**config.mk**
```make
export PLATFORM = sky130hd
export DESIGN_NAME = full_gray_decoder
export DESIGN_NICKNAME = d
export VERILOG_FILES = /design/src/rtl/gray_decoder_pkg.sv /design/src/rtl/button_debouncer.sv /design/src/rtl/full_gray_decoder.sv
export SDC_FILE = /design/constraint.sdc
export NUM_CORES = 1
export LEC_CHECK = 0
export CELL_PAD_IN_SITES_DETAIL_PLACEMENT = 0
export CELL_PAD_IN_SITES_GLOBAL_PLACEMENT = 1
export CORE_UTILIZATION = 45
export CTS_BUF_LIST = sky130_fd_sc_hd__clkbuf_4 sky130_fd_sc_hd__clkbuf_8
export CTS_CLUSTER_SIZE = 30
export DETAILED_ROUTE_END_ITERATION = 8
export PLACE_DENSITY_LB_ADDON = 0.2
export SLEW_MARGIN = 20
export SYNTH_ARGS = -nofsm -noshare
export SYNTH_HDL_FRONTEND = slang
export SYNTH_HIERARCHICAL = 1
export SYNTH_SLANG_ARGS = --single-unit
```
**constraint.sdc**
```tcl
create_clock -name clk -period 3.9 [get_ports clk]
set_input_delay 0.585 -clock clk [delete_from_list [all_inputs] [get_ports clk]]
set_output_delay 0.585 -clock clk [all_outputs]
set_load 0.005 [all_outputs]
```
**src/rtl/gray_decoder_pkg.sv**
```systemverilog
// Shared constants for the Gray-code decoder board top: segment glyphs,
// scan digit indices and default timing.
package gray_decoder_pkg;

  localparam int unsigned DEFAULT_DEBOUNCE_CYCLES = 50_000;
  localparam int unsigned DEFAULT_REFRESH_CYCLES  = 50_000;

  typedef enum logic [1:0] {
    UNITS     = 2'd0,
    TENS      = 2'd1,
    HUNDREDS  = 2'd2,
    THOUSANDS = 2'd3
  } digitIdx_t;

  // Segment order {g,f,e,d,c,b,a}, active-low.
  localparam logic [6:0] SEG_0     = 7'b1000000;
  localparam logic [6:0] SEG_1     = 7'b1111001;
  localparam logic [6:0] SEG_2     = 7'b0100100;
  localparam logic [6:0] SEG_3     = 7'b0110000;
  localparam logic [6:0] SEG_4     = 7'b0011001;
  localparam logic [6:0] SEG_5     = 7'b0010010;
  localparam logic [6:0] SEG_6     = 7'b0000010;
  localparam logic [6:0] SEG_7     = 7'b1111000;
  localparam logic [6:0] SEG_8     = 7'b0000000;
  localparam logic [6:0] SEG_9     = 7'b0010000;
  localparam logic [6:0] SEG_BLANK = 7'b1111111;

  function automatic logic [6:0] segCode(input logic [3:0] d);
    case (d)
      4'd0:    segCode = SEG_0;
      4'd1:    segCode = SEG_1;
      4'd2:    segCode = SEG_2;
      4'd3:    segCode = SEG_3;
      4'd4:    segCode = SEG_4;
      4'd5:    segCode = SEG_5;
      4'd6:    segCode = SEG_6;
      4'd7:    segCode = SEG_7;
      4'd8:    segCode = SEG_8;
      4'd9:    segCode = SEG_9;
      default: segCode = SEG_BLANK;
    endcase
  endfunction

  function automatic digitIdx_t nextDigit(input digitIdx_t d);
    case (d)
      UNITS:    nextDigit = TENS;
      TENS:     nextDigit = HUNDREDS;
      HUNDREDS: nextDigit = THOUSANDS;
      default:  nextDigit = UNITS;
    endcase
  endfunction

  function automatic logic [3:0] anodeFor(input digitIdx_t d);
    case (d)
      UNITS:    anodeFor = 4'b1110;
      TENS:     anodeFor = 4'b1101;
      HUNDREDS: anodeFor = 4'b1011;
      default:  anodeFor = 4'b0111;
    endcase
  endfunction

endpackage

```
**src/rtl/button_debouncer.sv**
```systemverilog
// Synchronises an asynchronous bouncy button, accepts a new level only after it
// has been stable for DEBOUNCE_CYCLES clocks, and flags the accepted rising edge.
module button_debouncer
  import gray_decoder_pkg::*;
#(
  parameter int unsigned DEBOUNCE_CYCLES = DEFAULT_DEBOUNCE_CYCLES
) (
  input  logic clk,
  input  logic rst,
  input  logic rawIn,
  output logic rise
);

  localparam int unsigned CW = (DEBOUNCE_CYCLES > 1) ? $clog2(DEBOUNCE_CYCLES) : 1;

  logic [1:0]    syncQ;
  logic [CW-1:0] stableCnt;
  logic          level;
  logic          levelPrev;

  always_ff @(posedge clk) begin
    if (rst) begin
      syncQ     <= '0;
      stableCnt <= '0;
      level     <= 1'b0;
      levelPrev <= 1'b0;
    end else begin
      syncQ     <= {syncQ[0], rawIn};
      levelPrev <= level;
      // Counter only runs while the synchronised input disagrees with the accepted level.
      if (syncQ[1] != level) begin
        if (stableCnt == CW'(DEBOUNCE_CYCLES - 1)) begin
          level     <= syncQ[1];
          stableCnt <= '0;
        end else begin
          stableCnt <= stableCnt + 1'b1;
        end
      end else begin
        stableCnt <= '0;
      end
    end
  end

  assign rise = level & ~levelPrev;

endmodule

```
**src/rtl/full_gray_decoder.sv**
```systemverilog
// Board top: captures a Gray code on a debounced button press, shows the binary
// value on LEDs and its decimal value on a scanned 4-digit 7-segment display.
module full_gray_decoder
  import gray_decoder_pkg::*;
#(
  parameter int unsigned DEBOUNCE_CYCLES = DEFAULT_DEBOUNCE_CYCLES,
  parameter int unsigned REFRESH_CYCLES  = DEFAULT_REFRESH_CYCLES
) (
  input  logic       clk,
  input  logic       rst,
  input  logic       read,
  input  logic [3:0] inSwitch,
  output logic       Digito_unidad,
  output logic       Digito_decena,
  output logic       Digito_centena,
  output logic       Digito_milesima,
  output logic       Digito_unidadNAN,
  output logic       Digito_decenaNAN,
  output logic       Digito_centenaNAN,
  output logic       Digito_milesimaNAN,
  output logic [6:0] cSeg7,
  output logic       LED8,
  output logic       LED4,
  output logic       LED2,
  output logic       LED1
);

  localparam int unsigned RW = (REFRESH_CYCLES > 1) ? $clog2(REFRESH_CYCLES) : 1;

  logic [3:0]    swSync1;
  logic [3:0]    swSync2;
  logic [3:0]    grayQ;
  logic          pressRise;
  logic [3:0]    bin;
  logic          tens;
  logic [3:0]    units;
  logic [RW-1:0] refCnt;
  digitIdx_t     digitIdx;
  logic [3:0]    anodeQ;
  logic [3:0]    activeDigit;
  logic [3:0]    nanQ;

  button_debouncer #(
    .DEBOUNCE_CYCLES(DEBOUNCE_CYCLES)
  ) uDebounce (
    .clk  (clk),
    .rst  (rst),
    .rawIn(read),
    .rise (pressRise)
  );

  always_ff @(posedge clk) begin
    if (rst) begin
      swSync1 <= '0;
      swSync2 <= '0;
      grayQ   <= '0;
    end else begin
      swSync1 <= inSwitch;
      swSync2 <= swSync1;
      if (pressRise) grayQ <= swSync2;
    end
  end

  always_comb begin
    bin[3] = grayQ[3];
    bin[2] = bin[3] ^ grayQ[2];
    bin[1] = bin[2] ^ grayQ[1];
    bin[0] = bin[1] ^ grayQ[0];
    tens   = (bin >= 4'd10);
    units  = tens ? (bin - 4'd10) : bin;
  end

  // Anode register moves together with the index so glyph and anode switch in the same cycle.
  always_ff @(posedge clk) begin
    if (rst) begin
      refCnt   <= '0;
      digitIdx <= UNITS;
      anodeQ   <= anodeFor(UNITS);
      nanQ     <= '1;
    end else begin
      nanQ <= '1;
      if (refCnt == RW'(REFRESH_CYCLES - 1)) begin
        refCnt   <= '0;
        digitIdx <= nextDigit(digitIdx);
        anodeQ   <= anodeFor(nextDigit(digitIdx));
      end else begin
        refCnt <= refCnt + 1'b1;
      end
    end
  end

  always_comb begin
    case (digitIdx)
      UNITS:   activeDigit = units;
      TENS:    activeDigit = {3'b000, tens};
      default: activeDigit = 4'd0;
    endcase
    cSeg7 = segCode(activeDigit);
  end

  assign {Digito_milesima, Digito_centena, Digito_decena, Digito_unidad} = anodeQ;
  assign {Digito_milesimaNAN, Digito_centenaNAN, Digito_decenaNAN, Digito_unidadNAN} = nanQ;
  assign {LED8, LED4, LED2, LED1} = bin;

endmodule

```
==> results.sh, run 1 <==
export IMPL_muxShareOfSynthArea=0.06355
export IMPL_synth_async_reset_ratio=0
export IMPL_critPathSlowestCell="clkdlybuf4s50_1"
export IMPL_clock_sinks=54
export IMPL_grt_pass1_vias=1738
export IMPL_synth_avg_cell_area_sq_um=9.554
export IMPL_drt_pass1_iterations=4
export IMPL_track_usage=0.1541
export IMPL_hold_class="reg2reg"
export IMPL_synth_compound_area_frac=0.06644
export IMPL_fin_nets=318
export IMPL_synth_cell_area_sq_um=2599
export IMPL_synthXorXnorAreaFrac=0.1006
export IMPL_via_per_inst=4.954
export IMPL_cp_cell_sequence="inv_1 > ha_2 > xnor2_4 > ha_2 > a21oi_2 > nor2_1 > o21ai_2 > inv_1 > ha_1 > mux2i_1 > mux2i_1 > clkdlybuf4s50_1"
export IMPL_fin_worst_skew_ps=5.539
export IMPL_postRouteAntennaNets=0
export IMPL_finalPower_uw=948.6
export IMPL_finalHoldViolations=0
export IMPL_yosys_area_share_simple=0.2364
export IMPL_wl_per_cell_um=11.33
export IMPL_area_growth_pct=16.27
export IMPL_cap_violations=0
export IMPL_grt_max_degree=26
export IMPL_cp_buffers_inverters=3
export IMPL_p_leak_uw=0.001212
export IMPL_path_class="reg2out"
export IMPL_grt_overflow_total=0
export IMPL_antenna_found_initial=0
export IMPL_routed_wirelength_mm=4.171
export IMPL_worstMarginPinSlew_ps=801.4
export IMPL_clk_pin_slew_worst_paths_ps=90
export IMPL_yosysWarnings=6
export IMPL_hpwl_mm=2.843
export IMPL_cts_root_buf="clkbuf_8"
export IMPL_num_vias=1823
export IMPL_synth_adder_area_share=0.07703
export IMPL_drv_slew=0
export IMPL_placementRows=27
export IMPL_cts_tree="built"
export IMPL_period_needed_ps=3650
export IMPL_cts_buffers=5
export IMPL_start_kind="register"
export IMPL_synth_top_family_by_area="simple AND/OR/NAND/NOR gates"
export IMPL_outcome="finished clean"
export IMPL_ys_flop_type="dfxtp_1"
export IMPL_layout_drive_gt1_share=0.08784
export IMPL_cpLargestDelayFamily="adder cells"
export IMPL_power_frac_comb=0.023
export IMPL_min_period_over_period=0.9360
export IMPL_cpPeakStageDelay_ps=510
export IMPL_drt_iter0_markers=70
export IMPL_clock_latency_ps=300
export IMPL_htreeDepth=2
export IMPL_pin_count=26
export IMPL_p_switching_uw=190.0
export IMPL_slew_headroom=0.4640
export IMPL_fp_dieH_um=78.00
export IMPL_ys_seq_area_frac=0.4160
export IMPL_ys_ff_latch=54
export IMPL_syn_inst=272
export IMPL_ctsHoldBuffers=0
export IMPL_final_util=0.5454
export IMPL_place_inst=357
export IMPL_p_per_area_nw_per_um2=313.9
export IMPL_power_internal_uw=758.5
export IMPL_cp_required_ps=3310
export IMPL_die_area_sq_um=6083
export IMPL_p_seq_frac=0.593
export IMPL_p_clk_frac=0.384
export IMPL_swShare=0.2003
export IMPL_synth_edff_count=0
export IMPL_initial_core_util=0.4691
export IMPL_route_detailed_drc=0
export IMPL_die_w_um=78.00
export IMPL_place_congestion=0.8047
export IMPL_hold_slack_ps=444.2
export IMPL_fin_cells=368
export IMPL_end_kind="output port"
export IMPL_setup_violations=0
export IMPL_clockBufferDepth=2
export IMPL_core_sq_um=5540
export IMPL_cp_max_fo=6
export IMPL_io_buffers=21
export IMPL_grt_pass1_wl_mm=7.479
export IMPL_max_vdd_ir_drop_v=0.0002428
export IMPL_diodes=0
export IMPL_fmax_mhz=273.9
export IMPL_synth_cell_types=46
export IMPL_arrival_ps=3070
## synth_stat cells, types with 3 or more instances
master | n | area share
and3_1 | 4 | 0.0096
xnor2_1 | 14 | 0.047
nor2_1 | 45 | 0.065
and2_1 | 3 | 0.0072
clkbuf_1 | 6 | 0.0087
nand2_1 | 12 | 0.017
nor4b_1 | 3 | 0.010
a21oi_1 | 3 | 0.0058
nor2b_1 | 12 | 0.029
ha_1 | 16 | 0.077
a211o_1 | 3 | 0.010
nor3_1 | 5 | 0.0096
and4_1 | 5 | 0.017
buf_4 | 4 | 0.012
nand4_1 | 6 | 0.014
inv_1 | 10 | 0.014
nand3_1 | 8 | 0.015
dfxtp_1 | 54 | 0.42
mux2i_1 | 15 | 0.058
xor2_1 | 14 | 0.047
## kinds of logic after synthesis
family,Yosys count
other cells,1
xor+xnor,29
buf+inv,22
flops,54
mux,16
compound gates,18
fa+ha+maj,16
simple gates,116
## through the flow
stage,setup WS (ps),TNS [ps],area (sq um)
floorplan,886.9,0,2610
global placement,323.1,0,2855
detailed placement,228.6,0,2855
CTS,52.64,0,2990
global route,-3.328,-3.328,3022
finish,249.5,0,3022
## final timing paths
check	startpoint	to	slack [ps]	cells after the start
worst min-delay path	uDebounce/syncQ[0]	uDebounce/syncQ[1]	440	1
worst max register to register	refCnt[0]	refCnt[4]	1800	5
worst max-delay path	grayQ[2]	cSeg7[3]	250	12
worst min register to register	uDebounce/syncQ[0]	uDebounce/syncQ[1]	440	1
## routing by layer
| layer | up-vias | track usage | routed length (um) | part of all wire |
|---|---|---|---|---|
| li1 | 964 | - | - | - |
| met1 | 831 | 0.1886 | 2142 | 0.51 |
| met2 | 26 | 0.2584 | 1877 | 0.45 |
| met3 | 2 | 0.04588 | 127 | 0.030 |
| met4 | 0 | 0.05000 | 23 | 0.0055 |
| met5 | - | 0 | 0 | 0 |
## power groups by stage
stage | combinational (uW) | clock (uW) | sequential (uW)
floorplan | 17.0 | 0 | 574
finish | 22.0 | 364 | 562
detailed placement | 22.5 | 0 | 575
CTS | 22.5 | 384 | 562
global placement | 22.6 | 0 | 575
global route | 25.9 | 402 | 564
## state kept, by name (all words and copies together) (netlist names)
name and flops:
uDebounce/syncQ 2, swSync1 4, refCnt 16, grayQ 4
digitIdx 2, uDebounce/level 1, swSync2 4, anodeQ 4
uDebounce/levelPrev 1, uDebounce/stableCnt 16
## layout by cell type (no fill, tap or decap), types with 8 or more instances in the layout
cell type / count
dfxtp_1: 54
nor2_1: 45
clkdlybuf4s50_1: 21
mux2i_1: 15
xnor2_1: 14
xor2_1: 14
ha_1: 14
nand2_1: 12
nor2b_1: 12
inv_1: 10
nand3_1: 8
## repair_timing
item / in CTS / in global routing
resized for setup: 1 / 5
cloned: 0 / 0
pin swaps: 1 / 0
endpoints found under the hold margin: 0 / 0
endpoints found under the setup margin: 4 / 7
setup buffers: 3 / 0
## final cells by class
cell class,instances,area (sq um)
Sequential cell,54,1081
Tap cell,72,90.09
Timing Repair Buffer,25,240.2
Clock inverter,3,40.04
Fill cell,536,2519
Clock buffer,5,68.82
Multi-Input combinational cell,199,1464
Inverter,10,37.54
No activity file was read; power rests on OpenSTA's default activity.
==> run 2: changes to the inputs <==
Settings changed: GPL_ROUTABILITY_DRIVEN set to 1.
==> results of run 2 <==
Same layout as run 1: the final DEF is identical, and so are final timing and power.
==> run 3: changes to the inputs <==
Clock period 3.9 ns to 3.7 ns, I/O delays scaled along.
==> run 3 against run 2 <==
Final cell count grew 0.54%; sequential power is 5.5% higher; critical path depth down 1; combinational power is 12% higher; largest cell class unchanged.
==> results.sh, run 3 (synthesis results as in run 1) <==
export IMPL_outcome="finished clean"
export IMPL_grt_overflow_total=0
export IMPL_route_detailed_drc=0
export IMPL_via_per_inst=4.859
export IMPL_clockBufferDepth=2
export IMPL_fin_nets=320
export IMPL_ctsHoldBuffers=0
export IMPL_layout_drive_gt1_share=0.09396
export IMPL_cts_root_buf="clkbuf_8"
export IMPL_cap_violations=0
export IMPL_reg_top3="refCnt: 16 flops, uDebounce/stableCnt: 16 flops"
export IMPL_routed_wirelength_mm=4.197
export IMPL_use_met1=0.1907
export IMPL_finalHoldViolations=0
export IMPL_hpwl_mm=2.848
export IMPL_finalPower_uw=962.6
export IMPL_fp_dieH_um=78.00
export IMPL_area_growth_pct=16.71
export IMPL_setup_violations=0
export IMPL_path_class="reg2out"
export IMPL_pin_count=26
export IMPL_max_vdd_ir_drop_v=0.0002502
export IMPL_track_usage=0.1497
export IMPL_holdPathStages=1
export IMPL_fin_tns_setup_ps=0
export IMPL_placementRows=27
export IMPL_p_leak_uw=0.001215
export IMPL_fillers=528
export IMPL_grt_busiest_layer="met2"
export IMPL_grt_pass1_wl_mm=7.300
export IMPL_startpoint="grayQ[2]"
export IMPL_drt_pass1_iterations=4
export IMPL_end_kind="output port"
export IMPL_cts_buffers=5
export IMPL_antenna_found_initial=0
export IMPL_io_buffers=21
export IMPL_diodes=0
export IMPL_drt_iter0_markers=31
export IMPL_grt_max_degree=26
export IMPL_hold_class="reg2reg"
export IMPL_grtUsageMet2=0.2504
export IMPL_clock_latency_ps=300
export IMPL_cp_buffers_inverters=3
export IMPL_crit_end="cSeg7[4]"
export IMPL_critPathSlowestCell="clkdlybuf4s50_1"
export IMPL_cp_required_ps=3140
export IMPL_use_met3=0.03176
export IMPL_worstMarginPinSlew_ps=581.8
export IMPL_die_area_sq_um=6083
export IMPL_initial_core_util=0.4691
export IMPL_cpPeakStageDelay_ps=440
export IMPL_place_area_sq_um=2870
export IMPL_reg2reg_depth=5
export IMPL_final_cell_mix="53 x dfxtp_1, 45 x nor2_1, 21 x clkdlybuf4s50_1, 15 x mux2i_1"
export IMPL_clock_sinks=54
export IMPL_start_kind="register"
export IMPL_die_w_um=78.00
export IMPL_hold_slack_ps=449.4
export IMPL_cp_cell_sequence="inv_1 > ha_2 > xnor2_4 > ha_4 > o211a_1 > a221oi_4 > buf_4 > ha_1 > nand2_1 > mux2_4 > clkdlybuf4s50_1"
export IMPL_fin_area_sq_um=3033
export IMPL_p_per_area_nw_per_um2=317.4
export IMPL_fmax_mhz=281.9
export IMPL_postRouteAntennaNets=0
export IMPL_core_sq_um=5540
export IMPL_period_needed_ps=3548
export IMPL_r2r_start="refCnt[0]"
export IMPL_arrival_ps=2990
export IMPL_htreeDepth=2
export IMPL_drv_slew=0
export IMPL_cts_tree="built"
export IMPL_fin_worst_skew_ps=9.994
export IMPL_min_period_over_period=0.9588
export IMPL_num_vias=1798
export IMPL_r2r_end="refCnt[8]"
export IMPL_cpLargestDelayFamily="adder cells"
export IMPL_wl_per_cell_um=11.34
export IMPL_grt_pass1_vias=1619
export IMPL_path_depth=11
export IMPL_ff2ff_setup_slack_ps=1520
export IMPL_place_congestion=0.8070
export IMPL_mostFrequentLayoutCell="dfxtp_1"
export IMPL_cp_max_fo=4
export IMPL_clk_pin_slew_worst_paths_ps=110
export IMPL_slew_headroom=0.6121
-- run 3: changes by cell type in the layout (fill, tap and decap cells not counted), sizes merged --
| cell | previous run | this run |
|---|---|---|
| buf | 4 | 6 |
| bufinv | 1 | 0 |
| inv | 10 | 11 |
-- run 3: per-stage QoR --
step / setup WS (ps) / utilization / std cells
2_1_floorplan: 716.9 / - / 275
3_3_place_gp: 309.8 / 0.5181 / 359
3_5_place_dp: 240.9 / 0.5181 / 359
4_1_cts: 1.773 / 0.5409 / 367
5_1_grt: -24.55 / 0.5474 / 370
6_report: 152.3 / 0.5474 / 370
-- run 3: what timing repair did --
item,4_1_cts,5_1_grt
pin swaps,0,1
gates resized for setup,4,3
endpoints found under the setup margin,7,7
setup buffers,0,3
-- run 3: layout make-up --
cell class	instances	area, sq um	area share
flip-flops and latches	54	1082	0.3568
repair buffers	27	255.2	0.08416
multi-input cells	199	1470	0.4847
clock inverters	3	28.78	0.009488
inverters	10	37.54	0.01238
well taps	72	90.09	0.02970
clock buffers	5	68.82	0.02269
-- run 3: worst reg2reg max path, cell delays in order (launching register included) --
cell	delay (ps)
dfxtp_1	380
ha_1	200
and3_1	240
nand4_1	480
nand2b_1	660
nor2_1	110
-- run 3: routing by layer --
metal	vias to the layer above	wire length, um
met5	-	0
li1	964	-
met1	808	2188
met2	22	1858
met4	0	40
met3	4	109
-- run 3: how the worst min path moves through the flow --
stage | startpoint | end
floorplan | swSync1[0] | swSync2[0]
global placement | uDebounce/syncQ[0] | uDebounce/syncQ[1]
detailed placement | swSync1[2] | swSync2[2]
CTS | uDebounce/syncQ[0] | uDebounce/syncQ[1]
global route | swSync1[0] | swSync2[0]
finish | swSync1[2] | swSync2[2]
-- run 3: power by group --
group	switching (uW)	internal, uW
clock	205	141
sequential	3.81	589
combinational	12.4	12.1
==> variant: new RTL, flow settings as in run 2 <==
Make the reset (`rst`) asynchronous in 3 clocked blocks.
--- a/src/rtl/button_debouncer.sv
+++ b/src/rtl/button_debouncer.sv
@@ -18,7 +18,7 @@
   logic          level;
   logic          levelPrev;
 
-  always_ff @(posedge clk) begin
+  always_ff @(posedge clk or posedge rst) begin
     if (rst) begin
       syncQ     <= '0;
       stableCnt <= '0;
--- a/src/rtl/full_gray_decoder.sv
+++ b/src/rtl/full_gray_decoder.sv
@@ -49,7 +49,7 @@
     .rise (pressRise)
   );
 
-  always_ff @(posedge clk) begin
+  always_ff @(posedge clk or posedge rst) begin
     if (rst) begin
       swSync1 <= '0;
       swSync2 <= '0;
@@ -71,7 +71,7 @@
   end
 
   // Anode register moves together with the index so glyph and anode switch in the same cycle.
-  always_ff @(posedge clk) begin
+  always_ff @(posedge clk or posedge rst) begin
     if (rst) begin
       refCnt   <= '0;
       digitIdx <= UNITS;
Formal check against the unedited RTL: same outputs for any inputs over 10 cycles, from zero or initial values and one cycle with rst high; that may be too few to reach the edited logic, so the function may still have changed.
==> variant against run 2 <==
- non-clock buffer count grew 1
- sequential cell count unchanged
- setup slack got worse by 0.057 ns
- area after synthesis is 8.5% higher
- design area grew 7.7%
- sequential share of layout area increased by 5.9 points
- clock skew up 0.011 ns
- die area grew 8.2%
- power decreased by 4.0%
- global-route usage is 0.78 points higher
- routed wire length is 9.1% higher
- synthesized cell count down 8.8%
- combinational power is 16% higher
- count of clock-buffer cells in the layout unchanged
- critical path type unchanged
- largest cell class unchanged
- highest routed layer unchanged
==> variant: results (changes against run 2) <==
Run status:
- Outcome: finished, final reports clean (unchanged).

Cells and area:
- The fraction of final layout cells with drive strength greater than 1 was 0.1511 (was 0.08784).
- The number of nets in the final layout was 300 (was 318).
- The total of fill cells in the finished design came to 537 (was 536).
- The final standard cell count with taps included and fillers excluded came to 353 (was 368).

Critical path:
- The startpoint of the lowest-slack register-to-register path is refCnt[4] (was refCnt[0]).
- The count of cells along the worst register-to-register path is 4 (was 5).
- The data arrival time of the critical path is 3.12 ns (was 3.07 ns).
- The family with the most delay on the worst path is buffers and inverters (was adder cells).

GRT:
- The combined global-route utilization of all metal layers is 0.1619 (was 0.1541).
- The first-pass GRT wire length is 8.052 mm (was 7.479 mm).
- The number of antenna violations at the first check in global routing was 0 (unchanged).
- The pin count of the biggest net entering global routing is 35 (was 26).
- The number of global-route vias before repair is 1,670 (was 1,738).

Pwr:
- The switching power came to 208.1 uW (was 190.0 uW).
- The leakage power came to 0.001488 uW (was 0.001212 uW).

Hold path:
- The startpoint of the most critical hold path is uDebounce/syncQ[0] (unchanged).
- The number of cells traversed by the worst hold path was 0 (was 1).
- The end point of the worst hold path is uDebounce/syncQ[1] (unchanged).

Place:
- The worst setup timing slack at the placement stage is 0.3203 ns (was 0.2286 ns).
- The detailed-placement wirelength estimate is 3.186 mm (was 2.843 mm).
- The number of placed instances with taps included is 342 (was 357).

Route:
- The number of violations reported at the end of detailed-routing iteration 0 came to 52 (was 70).
- The detailed route wirelength on metal3 was 155 um (was 127 um).
- The total routed wirelength is 4.551 mm (was 4.171 mm).
- The number of vias per cell after detailed routing is 4.926 (was 4.954).
- The routed length on met1 is 2.421 mm (was 2.142 mm).
- The length of routed met2 wiring was 1.930 mm (was 1.877 mm).

Logic synthesis:
- The post-synthesis async set-or-reset flop share is 1.000 (was 0).
- The synthesized area per cell was 11.37 um2 (was 9.554 um2).
- The unique cell type count in the Yosys netlist is 47 (was 46).
- The share of the yosys chip area belonging to registers was 0.4807 (was 0.4160).
- Top area cells in the synthesized netlist: dfrtp_1 45%, ha_1 7.1%, xnor2_1 5.6%, mux2i_1 4.6%, nor2_1 4.0% (was dfxtp_1 42%, ha_1 7.7%, nor2_1 6.5%, mux2i_1 5.8%, xnor2_1 4.7%).

Timing:
- The relative slew slack came to 0.4959 (was 0.4640).

Clock network:
- The root cell of the clock tree is clkbuf_8 (unchanged).
==> variant: through the flow <==
step	instance area (um2)	hold WS (ns)
after global routing	3253	0.3690
after floorplan	2830	0.3312
after detailed placement	3098	0.3363
after CTS	3213	0.3603
after global placement	3098	0.3331
final	3253	0.3590
==> variant: logic make-up (layout without fill, tap and decap cells) <==
family,count (synthesis),count (layout),share of synthesized area
flops,54,54,0.4807
compound gates,17,17,0.05371
simple gates,90,90,0.1962
buf+inv,24,51,0.04083
fa+ha+maj,16,16,0.07102
other cells,1,4,0.001330
xor+xnor,29,29,0.09276
mux,17,17,0.06347
==> variant: power groups by stage <==
stage               combinational, uW  sequential [uW]  clock, uW
floorplan                        19.0              583          0
global placement                 26.4              584          0
detailed placement               26.6              584          0
CTS                              26.7              573        323
global route                     29.9              574        347
finish                           25.5              573        312
==> variant: metal layers <==
metal / track usage / vias up
li1: - / 880
met1: 0.2360 / 826
met4: 0.05357 / 0
met2: 0.2353 / 29
met3: 0.03820 / 4
met5: 0 / -
==> variant: area by class of cell <==
| cell class | count | area, um2 | area share |
|---|---|---|---|
| clock buffers | 5 | 68.82 | 0.02115 |
| clock inverters | 3 | 21.27 | 0.006538 |
| inverters | 17 | 63.81 | 0.01962 |
| multi-input cells | 173 | 1401 | 0.4308 |
| flip-flops and latches | 54 | 1356 | 0.4169 |
| well taps | 75 | 93.84 | 0.02885 |
| repair buffers | 26 | 247.7 | 0.07615 |
==> variant: worst max path at each step <==
stage,end,slack (ns),cells after the start
global route,cSeg7[5],0.01,12
global placement,cSeg7[5],0.40,12
finish,cSeg7[4],0.19,9
floorplan,cSeg7[3],0.83,10
detailed placement,cSeg7[5],0.32,12
CTS,cSeg7[3],0.07,11
==> variant: repair_timing <==
action,CTS,global route
endpoints found under the setup margin,4,7
endpoints found under the hold margin,0,0
resized for setup,3,4
pin swaps,0,3
buffers inserted,0,3
==> variant: worst register-to-register path, stage by stage, from the launching register on <==
cell     delay [ns]
dfrtp_1        0.46
nor4_1         0.34
nand4_1        0.19
nor3_4         0.61
mux2i_1        0.29
